**src/rtl/fifo8_16.sv**
```systemverilog
// fifo8_16: eight-entry, 16-bit synchronous FIFO with show-ahead read data.
// Storage is eight 16-bit registers addressed by 3-bit write/read pointers
// that wrap naturally from 7 to 0. Occupancy is tracked by a separate 4-bit
// counter so empty/full never depend on pointer comparison.
// Optional feature macro: FIFO8_ERRFLAG_EN adds sticky overflow/underflow flags.
module fifo8_16 (
  input  logic        clk,
  input  logic        reset,
  input  logic [15:0] in,
  input  logic        push,
  input  logic        pop,
  output logic [15:0] out,
  output logic        empty,
  output logic        full,
  output logic [3:0]  count
`ifdef FIFO8_ERRFLAG_EN
  ,
  output logic        overflow,
  output logic        underflow
`endif
);

  logic [15:0] mem_q [8];
  logic [2:0]  wrPtr_q;
  logic [2:0]  wrPtr_d;
  logic [2:0]  rdPtr_q;
  logic [2:0]  rdPtr_d;
  logic [3:0]  count_q;
  logic [3:0]  count_d;
  logic        pushOk;
  logic        popOk;

  // A push into a full FIFO still goes through when a pop frees the head slot
  // on the same edge; a pop from an empty FIFO never does.
  assign pushOk = push && (!full || pop);
  assign popOk  = pop && !empty;

  // Flags and read data decode only from registered state.
  assign out   = mem_q[rdPtr_q];
  assign empty = (count_q == 4'd0);
  assign full  = (count_q == 4'd8);
  assign count = count_q;

  // Next pointer and occupancy values from the accepted operations.
  always_comb begin
    wrPtr_d = wrPtr_q;
    rdPtr_d = rdPtr_q;
    count_d = count_q;
    if (pushOk) begin
      wrPtr_d = wrPtr_q + 3'd1;
    end
    if (popOk) begin
      rdPtr_d = rdPtr_q + 3'd1;
    end
    case ({pushOk, popOk})
      2'b10:   count_d = count_q + 4'd1;
      2'b01:   count_d = count_q - 4'd1;
      default: count_d = count_q;
    endcase
  end

  // Pointer, counter and storage registers; reset wipes every slot to zero.
  always_ff @(posedge clk) begin
    if (reset) begin
      wrPtr_q <= 3'd0;
      rdPtr_q <= 3'd0;
      count_q <= 4'd0;
      for (int i = 0; i < 8; i++) begin
        mem_q[i] <= 16'h0000;
      end
    end else begin
      wrPtr_q <= wrPtr_d;
      rdPtr_q <= rdPtr_d;
      count_q <= count_d;
      if (pushOk) begin
        mem_q[wrPtr_q] <= in;
      end
    end
  end

`ifdef FIFO8_ERRFLAG_EN
  logic overflow_q;
  logic overflow_d;
  logic underflow_q;
  logic underflow_d;

  // Error flags latch on any rejected request and hold until reset.
  always_comb begin
    overflow_d  = overflow_q  | (push && full && !pop);
    underflow_d = underflow_q | (pop && empty);
  end

  // Sticky error flag registers.
  always_ff @(posedge clk) begin
    if (reset) begin
      overflow_q  <= 1'b0;
      underflow_q <= 1'b0;
    end else begin
      overflow_q  <= overflow_d;
      underflow_q <= underflow_d;
    end
  end

  assign overflow  = overflow_q;
  assign underflow = underflow_q;
`endif

endmodule
```
**config.mk**
```make
export PLATFORM = sky130hd
export DESIGN_NAME = fifo8_16
export DESIGN_NICKNAME = d
export VERILOG_FILES = /design/src/rtl/fifo8_16.sv
export SDC_FILE = /design/constraint.sdc
export NUM_CORES = 1
export LEC_CHECK = 0
export ABC_AREA = 1
export CORE_UTILIZATION = 53
export CTS_CLUSTER_DIAMETER = 50
export DETAILED_ROUTE_END_ITERATION = 12
export GPL_TIMING_DRIVEN = 0
export HOLD_SLACK_MARGIN = 0.03
export PLACE_DENSITY_LB_ADDON = 0.3
export SLEW_MARGIN = 40
export SYNTH_ARGS = -nofsm -noshare
export SYNTH_HDL_FRONTEND = slang
export SYNTH_SLANG_ARGS = --single-unit
export TNS_END_PERCENT = 10
```
**constraint.sdc**
```tcl
create_clock -name clk -period 2.07 [get_ports clk]
set_clock_uncertainty 0.15 [all_clocks]
set_input_delay 0.207 -clock clk [delete_from_list [all_inputs] [get_ports clk]]
set_output_delay 0.207 -clock clk [all_outputs]
set_load 0.03 [all_outputs]
```
## After elaboration in Yosys (flattened, before gate mapping)

Memories as Yosys holds them, arrays and structs flattened. A register that Yosys moved wholly into a read port is not among the register bits.
Index checks and enable logic that the tools add are counted.

| storage, ports and cells | value |
|---|---|
| input bits | 20 |
| register bits after elaboration | 10 |
| output and inout bits | 22 |
| bits in writable memories | 128 |
| memories | 1 |
| word-level logic and storage cells | 30 |

Memories:

| memory | words | width | rd ports | clocked after memory_dff | wr ports | RTL line | source |
|---|---|---|---|---|---|---|---|
| mem_q | 8 | 16 | 1 | 1 | 8 | 23 | `logic [15:0] mem_q [8];` |

| cells by class | value |
|---|---|
| eq/ne operators | 3 |
| mux-type cells | 11 |
| add/subtract/negate cells | 4 |
| reduce and logical (&&, ||, !) cells | 8 |

Operator list:

| kind | number |
|---|---|
| $mux W16 | 1 |
| $reduce_or A16 Y1 | 1 |
| $mux W3 | 3 |
| $pmux W4 S2 | 1 |
| $add A3 B1 Y3 const B | 2 |
| $mux W1 | 6 |
| $add A4 B1 Y4 const B | 1 |
| $eq A4 B4 Y1 const B | 1 |
| $logic_not A4 Y1 | 1 |
| $sub A4 B1 Y4 const B | 1 |
| $eq A2 B1 Y1 const B | 1 |
| $eq A2 B2 Y1 const B | 1 |
| $logic_and A1 B1 Y1 | 2 |
| $logic_not A1 Y1 | 2 |
| $reduce_bool A2 Y1 | 1 |
| $logic_or A1 B1 Y1 | 1 |

## Depth between registers and ports, before layout

| depth | value |
|---|---|
| depth in word-level cells | 9 |
| mapped depth | 14 |

## Worst setup path before layout

Ideal clock, no wire load.

| timing path | value |
|---|---|
| path kind | reg-to-reg |
| start point | register count_q[1] (netlist: count[1]) |
| end point | register count_q[3] (netlist: count[3]) |
| clock period less this slack | 2.433 ns |
| stages on the path, launching flop included | 12 |
| setup time | 0.109 ns |
| path slack | -0.363 ns |
| arrival time | 2.174 ns |
| cells stage by stage | dfxtp_1 nor2_1 nand3_2 buf_6 nand2_1 ha_1 ha_1 or2_2 nand3_1 nand3_1 nand2_1 inv_1 |

| on the way | value |
|---|---|
| word-level cells in the longest chain between the ends | 6 |

Ends and longest elaborated chain:

| item | RTL line | source |
|---|---|---|
| from (decl) | 28 | `logic [3:0] count_q;` |
| from (signal assigned) | 74 | `count_q <= count_d;` |
| $eq A4 B4 Y1 | 41 | `assign full = (count_q == 4'd8);` |
| $logic_not A1 Y1 | 35 | `assign pushOk = push && (!full \|\| pop);` |
| $logic_or A1 B1 Y1 | 35 |  |
| $logic_and A1 B1 Y1 | 35 |  |
| $eq A2 B1 Y1 / $eq A2 B2 Y1 (equally long branches) | 55 | `case ({pushOk, popOk})` |
| $pmux W4 S2 / $reduce_bool A2 Y1 (equally long branches) | -- |  |

Several ways; a longest one is shown, not always the timed one.
A chain may end at the register's enable or synchronous reset.

==> summary.txt <==
status = finished, violations left
failing checks = negative setup slack
f_max = 0.4778 GHz
CP Launch Type = flip-flop
clk slew on worst S/H paths = 0.05 ns
final setup fails = 9
dpl cells = 885
Sum Neg Setup Slack = -0.09109 ns
Die Span X = 113.5 um
dpl ws = -0.6262 ns
layout net count = 772
initial core utilization = 54.66%
antenna violations before repair = 0
CTS max path bufs = 2
Mapped Cells = 677
DRC Markers = 0
worst skew pair latency = 0.42 ns
final std cells w/o fill = 927
GRT Total Usage = 27.08%
Critical-path top delay cell = dfxtp_4
largest fanout on the critical path = 10
cell internal pwr = 6.597 mW
largest net degree at the start of global routing = 17
Cell variety after synth = 28
Tmin final = 2.093 ns
CTS tree = yes
hold_ws = 0.05755 ns
CTS Root Cell = clkbuf_16
Buf/Inv on CP = 3
WL per Instance = 17.44 um
Crit path depth = 9
Slew @ Worst Pin = 0.5535 ns
Slew HR = 63.10%
Post-DP HPWL = 10880 um
Clock power frac = 29.0%
Pre-antenna DRT Iters = 5
synthesis-stage register bit count = 141
unrepaired setup endpoints after global routing = yes
row cnt = 40
sequential-to-total area share from yosys stat = 62.25%
Final Wtd Congestion = 0.8662
fin. max-slew vios = 0
global route total overflow = 0
Critical Path RT = 1.71 ns
delay-heaviest family, CP = buffers and inverters
die area = 12890 um2
Avg Cell Area, Syn = 9.738 um2
vias in the first global route = 5165
power consumption = 10.12 mW
PwrDens = 1229 nW/um2
layout cells sized above 1 = 18.71%
Seq pwr share = 34.8%
final wirelength = 16170 um
max-cap viol count = 0
Tcrit/Tclk final = 101.1%
ant diodes = 0
most frequent cells in the layout = nor2_1, edfxtp_1, nand2_1, o21ai_0, o21ai_1
Layout area overhead = 24.92%
clk sinks = 141
Die Span Y = 113.5 um
via count = 5083
WP data arrival = 1.74 ns
worst hold path class = in -> reg
synthesized area = 6593 um2
Port Buf Inserts = 40
Final WS setup = -0.02278 ns
final hold violations = 0
commonest non-fill, non-tap cell in the layout = nor2_1
Net Sw Frac = 34.82%
Worst Setup End Kind = primary output
num ports = 42
VDD IR-drop max = 0.0009114 V
H-tree depth = 4
leakage dissipation = 3.390 nW
max incr delay on CP = 0.36 ns
CP Cell Sequence = buf_12 -> buf_12 -> nor2_1 -> nor2_1 -> o21ai_0 -> nand2_1 -> nand2_1 -> nand2_2 -> buf_6
syn nets = 703
vias per cell = 5.483
worst hold path depth = 4
first-pass GRT wire length = 25750 um
core area = 12060 um2
combinational share of power = 36.2%
First DRT Iteration DRCs = 433
reg2reg path depth = 12
critical path class = reg -> out
sw power = 3.525 mW
Inserted Clock Buffers = 17
Synth warnings = 0
antenna-violating nets left = 0
## path summary, 6_finish.rpt
check | start | end | slack (ns)
worst max register to register | count[3]$_SDFFE_PP0P_ | count[3]$_SDFFE_PP0P_ | -0.01
worst min register to register | rdPtr_q[1]$_SDFFE_PP0P_ | flip-flop | 0.36
worst min-delay path | reset | flip-flop | 0.06
worst max-delay path | flip-flop | out[3] | -0.02
## per-stage QoR
| step | utilization [%] | area [um2] |
|---|---|---|
| floorplan | - | 6641 |
| global placement | 60.12 | 7252 |
| detailed placement | 60.12 | 7252 |
| CTS | 67.18 | 8103 |
| global route | 68.28 | 8235 |
| finish | 68.28 | 8235 |
## layout make-up
class	instances	area, um2
sequential	141	4126
buffer	34	382.9
timing repair buffer	51	514.2
clock inverter	5	25.02
inverter	37	143.9
multi-input combinational	464	2277
tap	168	210.2
clock buffer	27	555.5
fill	887	3826
## Yosys cell counts
library cell | instances | area, um2
a21oi_1 | 6 | 30.03
buf_1 | 1 | 3.750
buf_2 | 10 | 50.05
buf_4 | 1 | 7.510
buf_6 | 10 | 112.6
clkbuf_1 | 13 | 48.80
dfxtp_1 | 13 | 260.3
edfxtp_1 | 128 | 3844
fa_1 | 1 | 20.02
ha_1 | 5 | 62.56
inv_1 | 33 | 123.9
inv_2 | 4 | 15.01
nand2_1 | 89 | 334.1
nand2_2 | 2 | 12.51
nand3_1 | 6 | 30.03
nand3_2 | 1 | 10.01
nand3b_1 | 1 | 7.510
nand4_4 | 8 | 170.2
nor2_1 | 252 | 945.9
nor2_4 | 2 | 22.52
nor3_2 | 1 | 10.01
nor3_4 | 1 | 16.27
nor4_1 | 1 | 6.260
o21ai_0 | 69 | 345.3
o21ai_1 | 16 | 80.08
or2_2 | 1 | 6.260
xnor2_1 | 1 | 8.760
xor2_1 | 1 | 8.760
## timing repair
action / CTS / global route
pin swaps: 3 / 6
gates resized for setup: 199 / 33
hold buffers: 5 / 0
endpoints found under the setup margin: 148 / 70
cloned: 0 / 0
hold endpoints to repair: 5 / 0
setup buffers: 1 / 5
## cell families after synthesis
group,after synthesis,share of synthesized area (%)
flops,141,62.25
xor+xnor,2,0.2658
compound gates,91,6.908
buf+inv,72,5.485
fa+ha+maj,6,1.253
simple gates,365,23.84
## worst min-delay path, cell delays in order
cell and delay (ns):
buf_6 0.14, inv_1 0.09, o21ai_0 0.11, nor2_1 0.05
## power groups by stage
stage	Sequential, mW	Combinational (mW)	Clock, mW
5_1_grt	3.54	3.95	3.08
6_report	3.52	3.67	2.94
3_3_place_gp	3.52	3.08	0
4_1_cts	3.51	3.47	2.94
3_5_place_dp	3.54	3.16	0
2_1_floorplan	3.58	1.98	0
## sequential cells by signal (all words and copies together) (netlist names), named ones only
name,flops
mem_q,128
rdPtr_q,3
wrPtr_q,3
count,4
## routing by layer
| layer | vias up | share of wire [%] | GRT usage (%) |
|---|---|---|---|
| met2 | 257 | 50 | 45.49 |
| met1 | 2393 | 39 | 32.38 |
| met4 | 0 | 3.4 | 14.21 |
| li1 | 2383 | - | - |
| met3 | 50 | 8.1 | 6.642 |
| met5 | - | 0 | 0 |
Note: power is estimated with default switching activity, not from simulation.
